--- src/rtl/abro_stimulus_driver.sv ---
// Initiator for an ABRO detector: sends R, then A/B events in the commanded order,
// then checks O within a bounded window. Build option: ABRO_EARLY_O_CHECK_EN aborts on an early O.
module abro_stimulus_driver #(
    parameter int GAP_W   = 8,
    parameter int TIMEOUT = 16,
    parameter int TO_W    = 5
) (
    input  logic             clk,
    input  logic             reset_n,
    input  logic             cmd_valid,
    output logic             cmd_ready,
    input  logic [1:0]       cmd_order,
    input  logic [GAP_W-1:0] cmd_gap,
    output logic             r_out,
    output logic             a_out,
    output logic             b_out,
    input  logic             o_in,
    output logic             busy,
    output logic             done_valid,
    output logic             done_ok,
    output logic             done_timeout,
    output logic [2:0]       dbg_state
);

    // cmd handshake: a command transfers on the rising edge where cmd_valid && cmd_ready;
    // cmd_ready is high only in IDLE, and cmd_valid seen in any other state is dropped.

    typedef enum logic [2:0] {
        IDLE   = 3'd0,
        RPULSE = 3'd1,
        EV1    = 3'd2,
        GAP    = 3'd3,
        EV2    = 3'd4,
        WAITO  = 3'd5,
        REPORT = 3'd6
    } state_e;

    localparam logic [1:0] ORD_AB   = 2'b00;
    localparam logic [1:0] ORD_BA   = 2'b01;
    localparam logic [1:0] ORD_BOTH = 2'b10;
    localparam logic [1:0] ORD_NEG  = 2'b11;

    state_e           state_q, state_d;
    logic [1:0]       ord_q, ord_d;
    logic [GAP_W-1:0] gap_q, gap_d;
    logic [TO_W-1:0]  to_q, to_d;
    logic             ok_d, tmo_d;

    logic cmd_ready_q, r_q, a_q, b_q, busy_q, dv_q, ok_q, tmo_q;
    logic a_d, b_d;

    always_comb begin
        state_d = state_q;
        ord_d   = ord_q;
        gap_d   = gap_q;
        to_d    = to_q;
        ok_d    = 1'b0;
        tmo_d   = 1'b0;
        case (state_q)
            IDLE: begin
                if (cmd_valid) begin
                    ord_d   = cmd_order;
                    gap_d   = cmd_gap;
                    state_d = RPULSE;
                end
            end
            RPULSE: begin
                state_d = EV1;
`ifdef ABRO_EARLY_O_CHECK_EN
                if (o_in) state_d = REPORT;
`endif
            end
            EV1: begin
                if (ord_q[1]) begin
                    state_d = WAITO;
                    to_d    = TO_W'(TIMEOUT);
                end else if (gap_q == '0) begin
                    state_d = EV2;
                end else begin
                    state_d = GAP;
                end
`ifdef ABRO_EARLY_O_CHECK_EN
                if (!ord_q[1] && o_in) state_d = REPORT;
`endif
            end
            GAP: begin
                // Down-counter stops at 1, so a full-scale gap never wraps.
                if (gap_q == GAP_W'(1)) state_d = EV2;
                else gap_d = gap_q - GAP_W'(1);
`ifdef ABRO_EARLY_O_CHECK_EN
                if (o_in) state_d = REPORT;
`endif
            end
            EV2: begin
                state_d = WAITO;
                to_d    = TO_W'(TIMEOUT);
            end
            WAITO: begin
                if (o_in) begin
                    state_d = REPORT;
                    ok_d    = (ord_q != ORD_NEG);
                end else if (to_q == TO_W'(1)) begin
                    state_d = REPORT;
                    ok_d    = (ord_q == ORD_NEG);
                    tmo_d   = (ord_q != ORD_NEG);
                end else begin
                    to_d = to_q - TO_W'(1);
                end
            end
            REPORT:  state_d = IDLE;
            default: state_d = IDLE;
        endcase
    end

    // Outputs are decoded from the next state so each pulse lines up with its state.
    always_comb begin
        a_d = ((state_d == EV1) && (ord_q != ORD_BA)) ||
              ((state_d == EV2) && (ord_q == ORD_BA));
        b_d = ((state_d == EV1) && ((ord_q == ORD_BA) || (ord_q == ORD_BOTH))) ||
              ((state_d == EV2) && (ord_q == ORD_AB));
    end

    always_ff @(posedge clk or negedge reset_n) begin
        if (!reset_n) begin
            state_q     <= IDLE;
            ord_q       <= 2'b00;
            gap_q       <= '0;
            to_q        <= '0;
            cmd_ready_q <= 1'b1;
            r_q         <= 1'b0;
            a_q         <= 1'b0;
            b_q         <= 1'b0;
            busy_q      <= 1'b0;
            dv_q        <= 1'b0;
            ok_q        <= 1'b0;
            tmo_q       <= 1'b0;
        end else begin
            state_q     <= state_d;
            ord_q       <= ord_d;
            gap_q       <= gap_d;
            to_q        <= to_d;
            cmd_ready_q <= (state_d == IDLE);
            r_q         <= (state_d == RPULSE);
            a_q         <= a_d;
            b_q         <= b_d;
            busy_q      <= (state_d != IDLE);
            dv_q        <= (state_d == REPORT);
            ok_q        <= ok_d;
            tmo_q       <= tmo_d;
        end
    end

    assign cmd_ready    = cmd_ready_q;
    assign r_out        = r_q;
    assign a_out        = a_q;
    assign b_out        = b_q;
    assign busy         = busy_q;
    assign done_valid   = dv_q;
    assign done_ok      = ok_q;
    assign done_timeout = tmo_q;
    assign dbg_state    = state_q;

endmodule

--- config.mk ---
export PLATFORM = sky130hd
export DESIGN_NAME = abro_stimulus_driver
export DESIGN_NICKNAME = d
export VERILOG_FILES = /design/src/rtl/abro_stimulus_driver.sv
export SDC_FILE = /design/constraint.sdc
export NUM_CORES = 1
export LEC_CHECK = 0
export CAP_MARGIN = 20
export CORE_MARGIN = 4
export CORE_UTILIZATION = 59
export CTS_BUF_LIST = sky130_fd_sc_hd__clkbuf_4
export DETAILED_ROUTE_END_ITERATION = 8
export MAX_ROUTING_LAYER = met4
export PLACE_DENSITY = 0.95
export SYNTH_ARGS = -nofsm -noshare
export SYNTH_HDL_FRONTEND = slang
export SYNTH_SLANG_ARGS = --single-unit
--- constraint.sdc ---
create_clock -name clk -period 4.1 [get_ports clk]
set_input_delay 0.82 -clock clk [delete_from_list [all_inputs] [get_ports clk]]
set_output_delay 0.82 -clock clk [all_outputs]
set_load 0.01 [all_outputs]
==> impl_metrics.tcl, run 1 <==
set metrics [dict create \
    status "finished, final reports clean" \
    cp_top_family "buffers and inverters" \
    synthCells 155 \
    postCtsSetupBuffers 0 \
    cts_root_buffer "clkbuf_4" \
    cts_tree "yes" \
    portBuffers 24 \
    synth_nets 177 \
    ctsLongestPathBuffers 2 \
    end_kind "output pin" \
    ir_drop_v 0.000511 \
    die_w_um 58.0 \
    ios 25 \
    dp_hpwl_mm 2.46 \
    first_iter_violations 28 \
    combPwrFrac_pct 52.9 \
    setup-violations-final 0 \
    p_seq_share_pct 38.4 \
    drc_errors 0 \
    power-per-cell-area_nw_per_um2 730 \
    final_max_slew_viol_count 0 \
    grt.overflow.total 0 \
    layout-drive-gt1-share_pct 8.99 \
    ff_latch_area_um2 652 \
    synthTopCellsByArea "dfrtp_1 42%, ha_1 6.8%, o21ai_0 6.1%, a21oi_1 4.1%, nor2_1 3.8%" \
    required_ns 3.28 \
    fin_tns_setup_ns 0 \
    drv_cap 0 \
    syn_area_per_cell_um2 9.51 \
    rows 17 \
    antenna_found_initial 0 \
    critPathKind "flop to output pin" \
    ctsHoldBuffers 0 \
    first_pass_iters 4 \
    yosys-top-cells-count "25 x dfrtp_1, 18 x o21ai_0, 15 x nor2_1" \
    cts-resized-gates 0 \
    place_congestion 0.966 \
    cp_num_buf_inv 1 \
    power.switching_mw 0.593 \
    cp_slowest_cell "clkdlybuf4s50_1" \
    wl_per_cell_um 15.3 \
    cts_sinks 26 \
    ys_seq_elements 26 \
    hold_viol_final 0 \
    antenna_cells 0 \
    synth_top_area_cell "dfrtp_1" \
    clock_power_share_pct 8.7 \
    critPathLaunchType "flop" \
    area_growth_pct 20.0 \
    synth-edff-count 0 \
    synth.most_common_cell "dfrtp_1" \
    clkSlewWorstSetupHoldPaths_ns 0.13 \
    post-route-min-period_ns 2.35 \
    yosys_most_used_dff "dfrtp_1" \
    cp_max_fo 12 \
    multi_input_area_um2 751 \
    yosysSeqAreaShare_pct 44.2 \
    grt_setup_unrepaired "false" \
    num-nets-final 201 \
    fin_skew_ns 0.00206 \
    grt_pass1_wl_mm 5.58 \
    slew_headroom_pct 58.6 \
    fin_crit_sh_pct 57.3 \
    initial_core_util_pct 64.2 \
    hp-class "flop to flop" \
    numCtsBuffers 3 \
    antenna_left 0 \
    yosysUniqueCellTypes 43 \
    tightest_slew_ns 0.620 \
    grt_max_degree 21 \
    critPathArrivalTime_ns 1.53 \
    die_h_um 58.0 \
    synth_top_area_share_pct 42.4 \
    clk_latency_ns 0.33 \
    cts.htree.levels 1 \
    fill_cells 169 \
    grt_util_all_layers_pct 22.0 \
    grt_pass1_vias 1284 \
    post-place-ws_ns 1.68 \
    via_per_inst 5.97 \
    yosysWarnings 0 \
    core_um2 2300 \
    fin_ws_ns 1.75 \
    die-area_um2 3360 \
    swShare_pct 45.9 \
    internal_power_mw 0.699 \
    path_cells "clkdlybuf4s50_1" \
    async_reset_ff_share_pct 100 \
    fmax_mhz 426 \
    max_stage_delay_ns 0.61 \
    p_leak_nw 0.736 \
    dr_total_vias 1230 \
    netlist_area_um2 1470 \
    finalWirelength_mm 3.15 \
]
==> worst paths after layout <==
path | from | to | slack, ns | cells past startpoint
worst max-delay path | dbg_state[0] | dbg_state[0] | 1.75 | 1
worst min-delay path | to_q[1] | to_q[1] | 0.55 | 2
worst max register to register | dbg_state[2] | a_out | 2.04 | 5
worst min register to register | to_q[1] | to_q[1] | 0.55 | 2
max in group asynchronous | reset_n | cmd_ready | 2.81 | 2
min in group asynchronous | reset_n | done_timeout | 0.77 | 1
==> worst register-to-register path, stage by stage (launching register included) <==
cell	delay, ns
dfrtp_1	0.51
and2b_1	0.37
nand2_1	0.41
o221ai_2	0.44
nand2_1	0.10
o22ai_1	0.15
==> routing by layer <==
metal,track usage (%),wire length [um],vias up
li1,-,-,595
met1,24.2,1300,591
met2,39.0,1630,36
met3,3.34,144,8
met4,9.60,72,0
met5,-,0,-
==> cells by family after synthesis <==
logic type               count (synthesis)  synth area share (%)
AO/OA/AOI/OAI                           45                  20.4
XOR/XNOR                                 1                 0.594
adder cells (fa/ha/maj)                  8                  6.79
buffers and inverters                   16                  4.84
flip-flops                              26                  44.2
AND/OR/NAND/NOR                         59                  23.2
==> sequential cells by signal, summed over array words and instances, names as in the netlist <==
register      count
ord_q             2
busy              1
to_q              5
gap_q             8
cmd_ready         1
dbg_state         3
a_out             1
done_ok           1
done_timeout      1
done_valid        1
r_out             1
b_out             1
==> cell usage in the layout, fill, tap and decap left out, drive strengths merged, types with 2 or more instances in the layout <==
| cell type | n |
|---|---|
| o21ai | 20 |
| and2b | 2 |
| or3b | 2 |
| nor4b | 2 |
| nor4 | 2 |
| nor2 | 15 |
| clkbuf | 3 |
| dfrtp | 25 |
| clkdlybuf4s50 | 24 |
| nand3 | 3 |
| o22ai | 2 |
| a32oi | 2 |
| ha | 8 |
| nand2 | 14 |
| inv | 10 |
| or3 | 6 |
| nor3 | 7 |
| a21oi | 13 |
==> power by group through the flow <==
| stage | Combinational (mW) | Sequential (mW) | Clock (mW) |
|---|---|---|---|
| 2_1_floorplan | 0.513 | 0.472 | 0 |
| 3_3_place_gp | 0.636 | 0.490 | 0 |
| 3_5_place_dp | 0.683 | 0.501 | 0 |
| 4_1_cts | 0.685 | 0.495 | 0.115 |
| 5_1_grt | 0.768 | 0.513 | 0.126 |
| 6_report | 0.683 | 0.496 | 0.112 |
==> area by class of cell <==
cell class                      count  share of cell area, %
Clock buffer                        3                   1.27
Clock inverter                      1                  0.212
Inverter                           10                   2.12
Multi-Input combinational cell    113                   42.4
Sequential cell                    26                   36.8
Tap cell                           28                   1.98
Timing Repair Buffer               25                   15.1
==> per-stage QoR <==
stage	power (mW)	utilization [%]	cell area [um2]	hold slack (ns)	instances
6_report	1.29	77.0	1770	0.550	206
5_1_grt	1.41	77.0	1770	0.588	206
4_1_cts	1.29	77.0	1770	0.550	206
3_5_place_dp	1.18	75.9	1740	0.520	202
3_3_place_gp	1.13	74.7	1720	0.484	201
2_1_floorplan	0.985	-	1470	0.465	155
Note: power is estimated with default switching activity, not from simulation.
==> run 2: changes to the inputs <==
CORE_UTILIZATION = 49   (was 59)
PLACE_DENSITY = 0.9   (was 0.95)
clock period = 2 ns   (was 4.1 ns; I/O delays follow)
==> run 2 against run 1 <==
Against the previous run:
- global-route usage is 3.4 points lower
- total power is 120% higher
- critical path depth is 6 higher
- sequential cell count stayed put
- combinational power is 130% higher
- clock skew is 0.0080 ns higher
- non-clock buffer count is 6 higher
- clock power grew to 3.3 times the previous value
- final cell count is 4.4% higher
- setup slack worse by 1.6 ns
- register-to-register slack worse by 1.9 ns
- die area is 17% higher
- critical endpoint is now to_q[4]
==> impl_metrics.tcl, run 2 (synthesis results as in run 1) <==
set metrics [dict create \
    hp-class "input pin to async pin" \
    layout-drive-gt1-share_pct 13.0 \
    rows 19 \
    cp_top_family "simple AND/OR/NAND/NOR gates" \
    fin_skew_ns 0.0100 \
    required_ns 2.23 \
    wl_per_cell_um 14.9 \
    via_per_inst 5.77 \
    cts_tree "yes" \
    tightest_slew_ns 0.446 \
    hold_viol_final 0 \
    clkSlewWorstSetupHoldPaths_ns 0.15 \
    ctsLongestPathBuffers 2 \
    die-area_um2 3950 \
    area_growth_pct 23.9 \
    grt_setup_unrepaired "false" \
    wl_met1_mm 1.34 \
    critPathLaunchType "flop" \
    cts_sinks 26 \
    setup-violations-final 0 \
    grt.overflow.total 0 \
    post-place-ws_ns -0.0540 \
    ios 25 \
    post-route-min-period_ns 1.87 \
    power-per-cell-area_nw_per_um2 1590 \
    dp_hpwl_mm 2.51 \
    critPathKind "flop to flop" \
    antenna_cells 0 \
    fill_cells 224 \
    core_um2 2810 \
    p_leak_nw 0.770 \
    die_w_um 62.8 \
    fin_crit_sh_pct 93.5 \
    first_iter_violations 32 \
    grt_pass1_wl_mm 5.75 \
    cp_slowest_cell "dfrtp_1" \
    drc_errors 0 \
    ff_latch_area_um2 652 \
    place_congestion 0.913 \
    fin_tns_setup_ns 0 \
    grt_pass1_vias 1358 \
    grt_util_all_layers_pct 18.5 \
    clk_latency_ns 0.33 \
    portBuffers 24 \
    largest_reg_flops 8 \
    cp_num_buf_inv 1 \
    antenna_found_initial 0 \
    initial_core_util_pct 52.5 \
    num-nets-final 207 \
    critPathArrivalTime_ns 2.10 \
    cts_root_buffer "clkbuf_4" \
    status "finished, final reports clean" \
    dr_total_vias 1240 \
    dr_wl_met2_mm 1.69 \
    cts.htree.levels 1 \
    antenna_left 0 \
    max_stage_delay_ns 0.42 \
    drv_cap 0 \
    fmax_mhz 535 \
    final_common_cell "dfrtp_1" \
    wl_met3_um 109 \
    maxUsedRoutingLayer "met4" \
    finalWirelength_mm 3.21 \
    layout_common_cells "25 x dfrtp_1, 24 x clkdlybuf4s50_1, 18 x o21ai_0" \
    path_cells "inv_1, ha_1, nor4b_4, o21ai_2, a32oi_4, nor3_1, or3b_1" \
    grt_max_degree 27 \
    fin_ws_ns 0.129 \
    cp_max_fo 8 \
    top_register "gap_q" \
    multi_input_area_um2 753 \
    slew_headroom_pct 70.1 \
    final_max_slew_viol_count 0 \
    numCtsBuffers 3 \
    first_pass_iters 4 \
    end_kind "flop" \
    whs_ns 0.407 \
    ir_drop_v 0.000925 \
    die_h_um 62.8 \
]
run 2: cell types whose count changed in the layout (fill, tap and decap cells not counted):
cell	delta
bufinv_16	+1
clkinv_1	-1
buf_4	+7
buf_16	-1
nand2_2	+1
nand2_1	-1
run 2: metrics by stage:
stage          cells  area (um2)  total power [mW]  utilization [%]
2_1_floorplan    155        1470              2.02                -
3_3_place_gp     211        1770              2.40             63.2
3_5_place_dp     211        1770              2.53             63.2
4_1_cts          215        1820              2.90             65.0
5_1_grt          215        1830              3.16             65.1
6_report         215        1830              2.90             65.1
run 2: cell type report:
cell class,instances,share of cell area [%]
inverters,10,2.05
well taps,31,2.12
flip-flops and latches,26,35.7
repair buffers,31,16.0
multi-input cells,113,41.2
clock inverters,1,1.64
clock buffers,3,1.23
run 2: routing by layer:
layer,global-route usage (%),vias to the layer above
met5,-,-
met2,32.4,26
met3,4.32,10
met4,7.99,0
li1,-,606
met1,20.1,598
run 2: timing repair:
| item | CTS | global route |
|---|---|---|
| resized for setup | 0 | 1 |
| setup endpoints to repair | 0 | 2 |
| hold buffers | 0 | 0 |
| buffers inserted | 0 | 0 |
run 2: final timing paths:
kind	start	end	slack (ns)	depth (start not counted)
worst max-delay path	to_q[1]	to_q[4]	0.13	7
max in group asynchronous	reset_n	cmd_ready	1.30	2
worst min register to register	to_q[1]	to_q[1]	0.53	2
worst max register to register	to_q[1]	to_q[4]	0.13	7
worst min-delay path	reset_n	busy	0.41	2
min in group clk	to_q[1]	to_q[1]	0.53	2
run 2: power breakdown:
| part | internal, mW | switching (mW) | leakage, nW | total [mW] |
|---|---|---|---|---|
| Sequential | 0.752 | 0.225 | 0.325 | 0.977 |
| Combinational | 0.684 | 0.869 | 0.417 | 1.55 |
| Clock | 0.203 | 0.162 | 0.0279 | 0.365 |
==> run 3: changes to the inputs <==
SLEW_MARGIN = 15   (was default)
==> results of run 3 <==
No change in the layout: final DEF, timing and power equal those of run 2.
==> variant 1, RTL diff (settings of run 2) <==
Remove the register `tmo_q`: a continuous assignment takes its place, so the output `done_timeout` follows one clock earlier.
--- a/src/rtl/abro_stimulus_driver.sv
+++ b/src/rtl/abro_stimulus_driver.sv
@@ -133,7 +133,6 @@
             busy_q      <= 1'b0;
             dv_q        <= 1'b0;
             ok_q        <= 1'b0;
-            tmo_q       <= 1'b0;
         end else begin
             state_q     <= state_d;
             ord_q       <= ord_d;
@@ -146,9 +145,10 @@
             busy_q      <= (state_d != IDLE);
             dv_q        <= (state_d == REPORT);
             ok_q        <= ok_d;
-            tmo_q       <= tmo_d;
         end
     end
+
+    assign tmo_q = tmo_d;
 
     assign cmd_ready    = cmd_ready_q;
     assign r_out        = r_q;
Formal check against the unedited RTL: same outputs for any inputs over 10 cycles, from zero or initial values and one cycle with reset_n low; that may be too few to reach the edited logic, so the function may still have changed.
==> variant 1 against run 2 <==
Setup slack worse by 0.051 ns; wire length up 8.0%; global-route usage up 0.84 points; area after synthesis down 1.7%; critical endpoint is now done_timeout; maximum frequency down 2.6%; design area up 2.0%; synthesized cell count down 0.65%; largest cell class unchanged; critical path type is now reg -> out; total power up 0.17%; sequential cell count down 1.
==> variant 1: results <==
[yosys]
synth_top_flop_cell = "dfrtp_1"
synth_nets = 176
synthTopCellsByArea = "dfrtp_1 41%, ha_1 6.9%, o21ai_0 6.2%, a21oi_1 4.1%, nor2_1 3.9%"
synth_cell_types = 43
synth_edf_count = 0
synthArstFlopShare_pct = 100
synthCells = 154
synth_common_cells = "24 x dfrtp_1, 18 x o21ai_0, 15 x nor2_1, 14 x nand2_1, 12 x a21oi_1"
synth_warnings = 0
seq_area_frac_synth_pct = 43.3

[cts]
clk_pin_slew_ns = 0.14
worst_skew_pair.late_latency_ns = 0.33
htreeDepth = 1
clockBufferDepth = 2
cts-root-buf = "clkbuf_4"
cts_made_buffers = 3

[setup_path]
reg2reg_to = "to_q[4]$_DFFE_PN0P_"
crit_slowest_cell = "dfrtp_1"
worstRegToRegCells = 8
critPathMaxStageDelay_ns = 0.41
worstPathArrival_ns = 1.52
r2r_slack_ns = 0.09
cp_max_fo = 2
rr_startpoint = "to_q[1]$_DFFE_PN0P_"

[run_status]
status = "finished, final reports clean"

[cells_and_area]
fin_cells = 223
regMostFlops = "gap_q"
largest_reg_flops = 8
antenna_cells = 0
fill_cells = 212
layout-drive-gt1-share_pct = 18.8

[placed_design]
place.gp.congestion = 0.969
io_buffer_count = 24
post-place-ws_ns = -0.123
hpwl_um = 2720

[route]
route.met2.wl_um = 1890
viasPerCell = 5.78
drt_iter0_markers = 52
route.detailed.drc = 0
drt-pass1-iter-count = 4
routed.top_layer = "met4"
routed_wl_um = 3470
wl_met1_um = 1350
dr_wl_met3_um = 179

[pwr]
leakage_nw = 0.800
p_switching_mw = 1.30
vdd_ir_drop_max_mv = 1.06

[sta]
clock_skew_ns = 0.00888
relSlewSlack_pct = 70.0

[global_routing]
grt_pass1_wl_um = 6110
antenna_found_initial = 0
grt_usage_pct = 19.4
grt_max_degree = 26
grt_pass1_vias = 1370

[hold_path]
hold_path.class = "in -> async"
variant 1: changes by cell type after synthesis, sizes merged:
cell / delta
dfrtp: -1
variant 1: area by class of cell:
type                       count  area, um^2  share of cell area [%]
timing repair buffer          40         355                    19.1
sequential                    25         627                    33.6
multi-input combinational    113         774                    41.6
inverter                      10        37.5                    2.01
clock buffer                   4        30.0                    1.61
tap                           31        38.8                    2.08
variant 1: how the worst max path moves through the flow:
stage | startpoint | end | slack, ns | cells after the start
global placement | o_in | done_timeout | -0.09 | 3
global route | to_q[1]$_DFFE_PN0P_ | done_timeout | -0.02 | 5
floorplan | dbg_state[2]$_DFF_PN0_ | done_timeout | 0.20 | 4
finish | to_q[1]$_DFFE_PN0P_ | done_timeout | 0.08 | 5
detailed placement | o_in | done_timeout | -0.12 | 3
CTS | to_q[1]$_DFFE_PN0P_ | done_timeout | 0.01 | 5
variant 1: metrics by stage:
stage,hold slack [ns],TNS (ns),area [um^2],utilization (%)
floorplan,0.104,0,1450,-
global placement,0.517,-0.115,1800,64.7
detailed placement,0.533,-0.231,1800,64.7
CTS,0.422,0,1830,65.8
global route,0.425,-0.0150,1860,67.0
finish,0.410,0,1860,67.0
variant 1: repair_timing:
| action | in CTS | in global routing |
|---|---|---|
| buffers inserted | 0 | 2 |
| hold buffers | 0 | 0 |
| setup endpoints to repair | 1 | 3 |
| gates resized for setup | 6 | 4 |
| cloned | 0 | 0 |
variant 1: per-layer routing:
metal	up-vias	global-route usage, %
li1	622	-
met1	616	21.6
met2	45	34.5
met3	6	4.50
met4	0	5.31
met5	-	-
variant 1: cells by family (layout without fill, tap and decap cells):
kind of cell / count (synthesis) / in the layout / synth area share [%]
flip-flops: 25 / 25 / 43.3
adder cells (fa/ha/maj): 8 / 8 / 6.91
XOR/XNOR: 1 / 1 / 0.605
AND/OR/NAND/NOR: 59 / 59 / 23.6
AO/OA/AOI/OAI: 45 / 45 / 20.7
buffers and inverters: 16 / 54 / 4.92
variant 1: critical path, delay by kind of cell (launching register included):
| family | cells | cell delay [ns] |
|---|---|---|
| flip-flops | 1 | 0.41 |
| AND/OR/NAND/NOR | 2 | 0.43 |
| buffers and inverters | 2 | 0.24 |
| adder cells (fa/ha/maj) | 1 | 0.12 |
variant 1: power groups by stage:
stage / combinational, mW / sequential, mW / clock, mW
2_1_floorplan: 1.05 / 0.947 / 0
3_3_place_gp: 1.55 / 0.900 / 0
3_5_place_dp: 1.67 / 0.922 / 0
4_1_cts: 1.68 / 0.908 / 0.248
5_1_grt: 1.93 / 0.941 / 0.272
6_report: 1.74 / 0.916 / 0.246
==> variant 2, RTL diff (settings of run 2) <==
Without the edit above. The parameter `GAP_W` goes from 8 to 10.
--- a/src/rtl/abro_stimulus_driver.sv
+++ b/src/rtl/abro_stimulus_driver.sv
@@ -1,7 +1,7 @@
 // Initiator for an ABRO detector: sends R, then A/B events in the commanded order,
 // then checks O within a bounded window. Build option: ABRO_EARLY_O_CHECK_EN aborts on an early O.
 module abro_stimulus_driver #(
-    parameter int GAP_W   = 8,
+    parameter int GAP_W   = 10,
     parameter int TIMEOUT = 16,
     parameter int TO_W    = 5
 ) (
Interface: changed (resized cmd_gap); port bits go from 25 to 27. The function was not compared with the original's and may differ.
==> variant 2 against run 2 <==
Wire length grew 6.4%; maximum frequency shrank 1.8%; setup slack worse by 0.034 ns; synthesized cell count up 9.7%; total power is 9.0% lower; sequential cell count up 2; clock power fell by 36%; clock skew shrank 0.00068 ns; cell count increased by 15%; via count increased by 8.4%; area after synthesis is 9.3% higher; design area is 9.0% higher; largest power group unchanged; highest routed layer unchanged.
==> variant 2: results <==
[pwr]
clkPwrFrac_pct = 8.8
vdd_ir_drop_max_mv = 0.550
leakage_nw = 0.836
p_seq_mw = 1.06
finalPower_mw = 2.64
swShare_pct = 42.8

[yosys]
synth-compound-area-share_pct = 19.2
synthCells = 170
synth_common_cells = "27 x dfrtp_1, 21 x nor2_1, 12 x a21oi_1, 11 x nand2_1, 11 x o21ai_0"
synth_nets = 194
synth-adder-area-share_pct = 6.22
seq_area_frac_synth_pct = 43.6
synthTopCellsByArea = "dfrtp_1 42%, ha_1 6.2%, nor2_1 4.9%, a21oi_1 3.7%, o21ai_0 3.4%"
synthXorXnorAreaFrac_pct = 2.18
synth_cell_types = 46

[placed_design]
place.gp.congestion = 0.867
io_buffer_count = 26
placed_area_mm2 = 0.00195
hpwl_um = 2590
post-place-ws_ns = 0.111
dp_cells = 243

[cells_and_area]
largest_reg_flops = 10
regMostFlops = "gap_q"
fin_cells = 247
layout-drive-gt1-share_pct = 12.3
fin_nets = 228

[setup_path]
critPathTopFamily = "buffers and inverters"
crit_slowest_cell = "clkdlybuf4s50_1"
worstPathArrival_ns = 1.50
rr_startpoint = "gap_q[2]$_DFFE_PN0P_"
r2r_slack_ns = 0.1
cp_max_fo = 11
cp-startpoint = "dbg_state[2]$_DFF_PN0_"
critPathMaxStageDelay_ns = 0.61

[cts]
clk_pin_slew_ns = 0.15

[route]
drt_iter0_markers = 61
viasPerCell = 5.44
post_drt_wl_per_cell_um = 13.8

[sta]
holdWs_ns = 0.426
worst_slew_pin_slew_ns = 0.424
period_minus_slack_ns = 1.90
clock_skew_ns = 0.00934
fin_setup_tns_ns = 0

[global_routing]
grt_usage_pct = 17.9
grt_pass1_wl_um = 5860
grt_max_degree = 29

[run_status]
status = "finished, final reports clean"
[variant 2: worst paths after layout]
kind                                              to  cells past startpoint
worst max-delay path                    dbg_state[2]                      1
worst min-delay path            gap_q[7]$_DFFE_PN0P_                      2
worst max register to register  gap_q[8]$_DFFE_PN0P_                      5
worst min register to register   to_q[1]$_DFFE_PN0P_                      2
max in group asynchronous        cmd_ready$_DFF_PN1_                      2
min in group clk                 to_q[1]$_DFFE_PN0P_                      2
[variant 2: layer usage]
| metal | global-route usage, % | vias to the layer above | wire, um |
|---|---|---|---|
| li1 | - | 672 | - |
| met1 | 23.6 | 640 | 1620 |
| met2 | 29.3 | 28 | 1630 |
| met3 | 1.71 | 4 | 109 |
| met4 | 5.44 | 0 | 48 |
| met5 | - | - | 0 |
[variant 2: layout make-up]
cell class	count	area, um^2
Tap cell	44	55.1
Multi-Input combinational cell	125	831
Inverter	9	33.8
Clock inverter	1	3.75
Timing Repair Buffer	37	343
Fill cell	272	1110
Sequential cell	28	702
Clock buffer	3	22.5
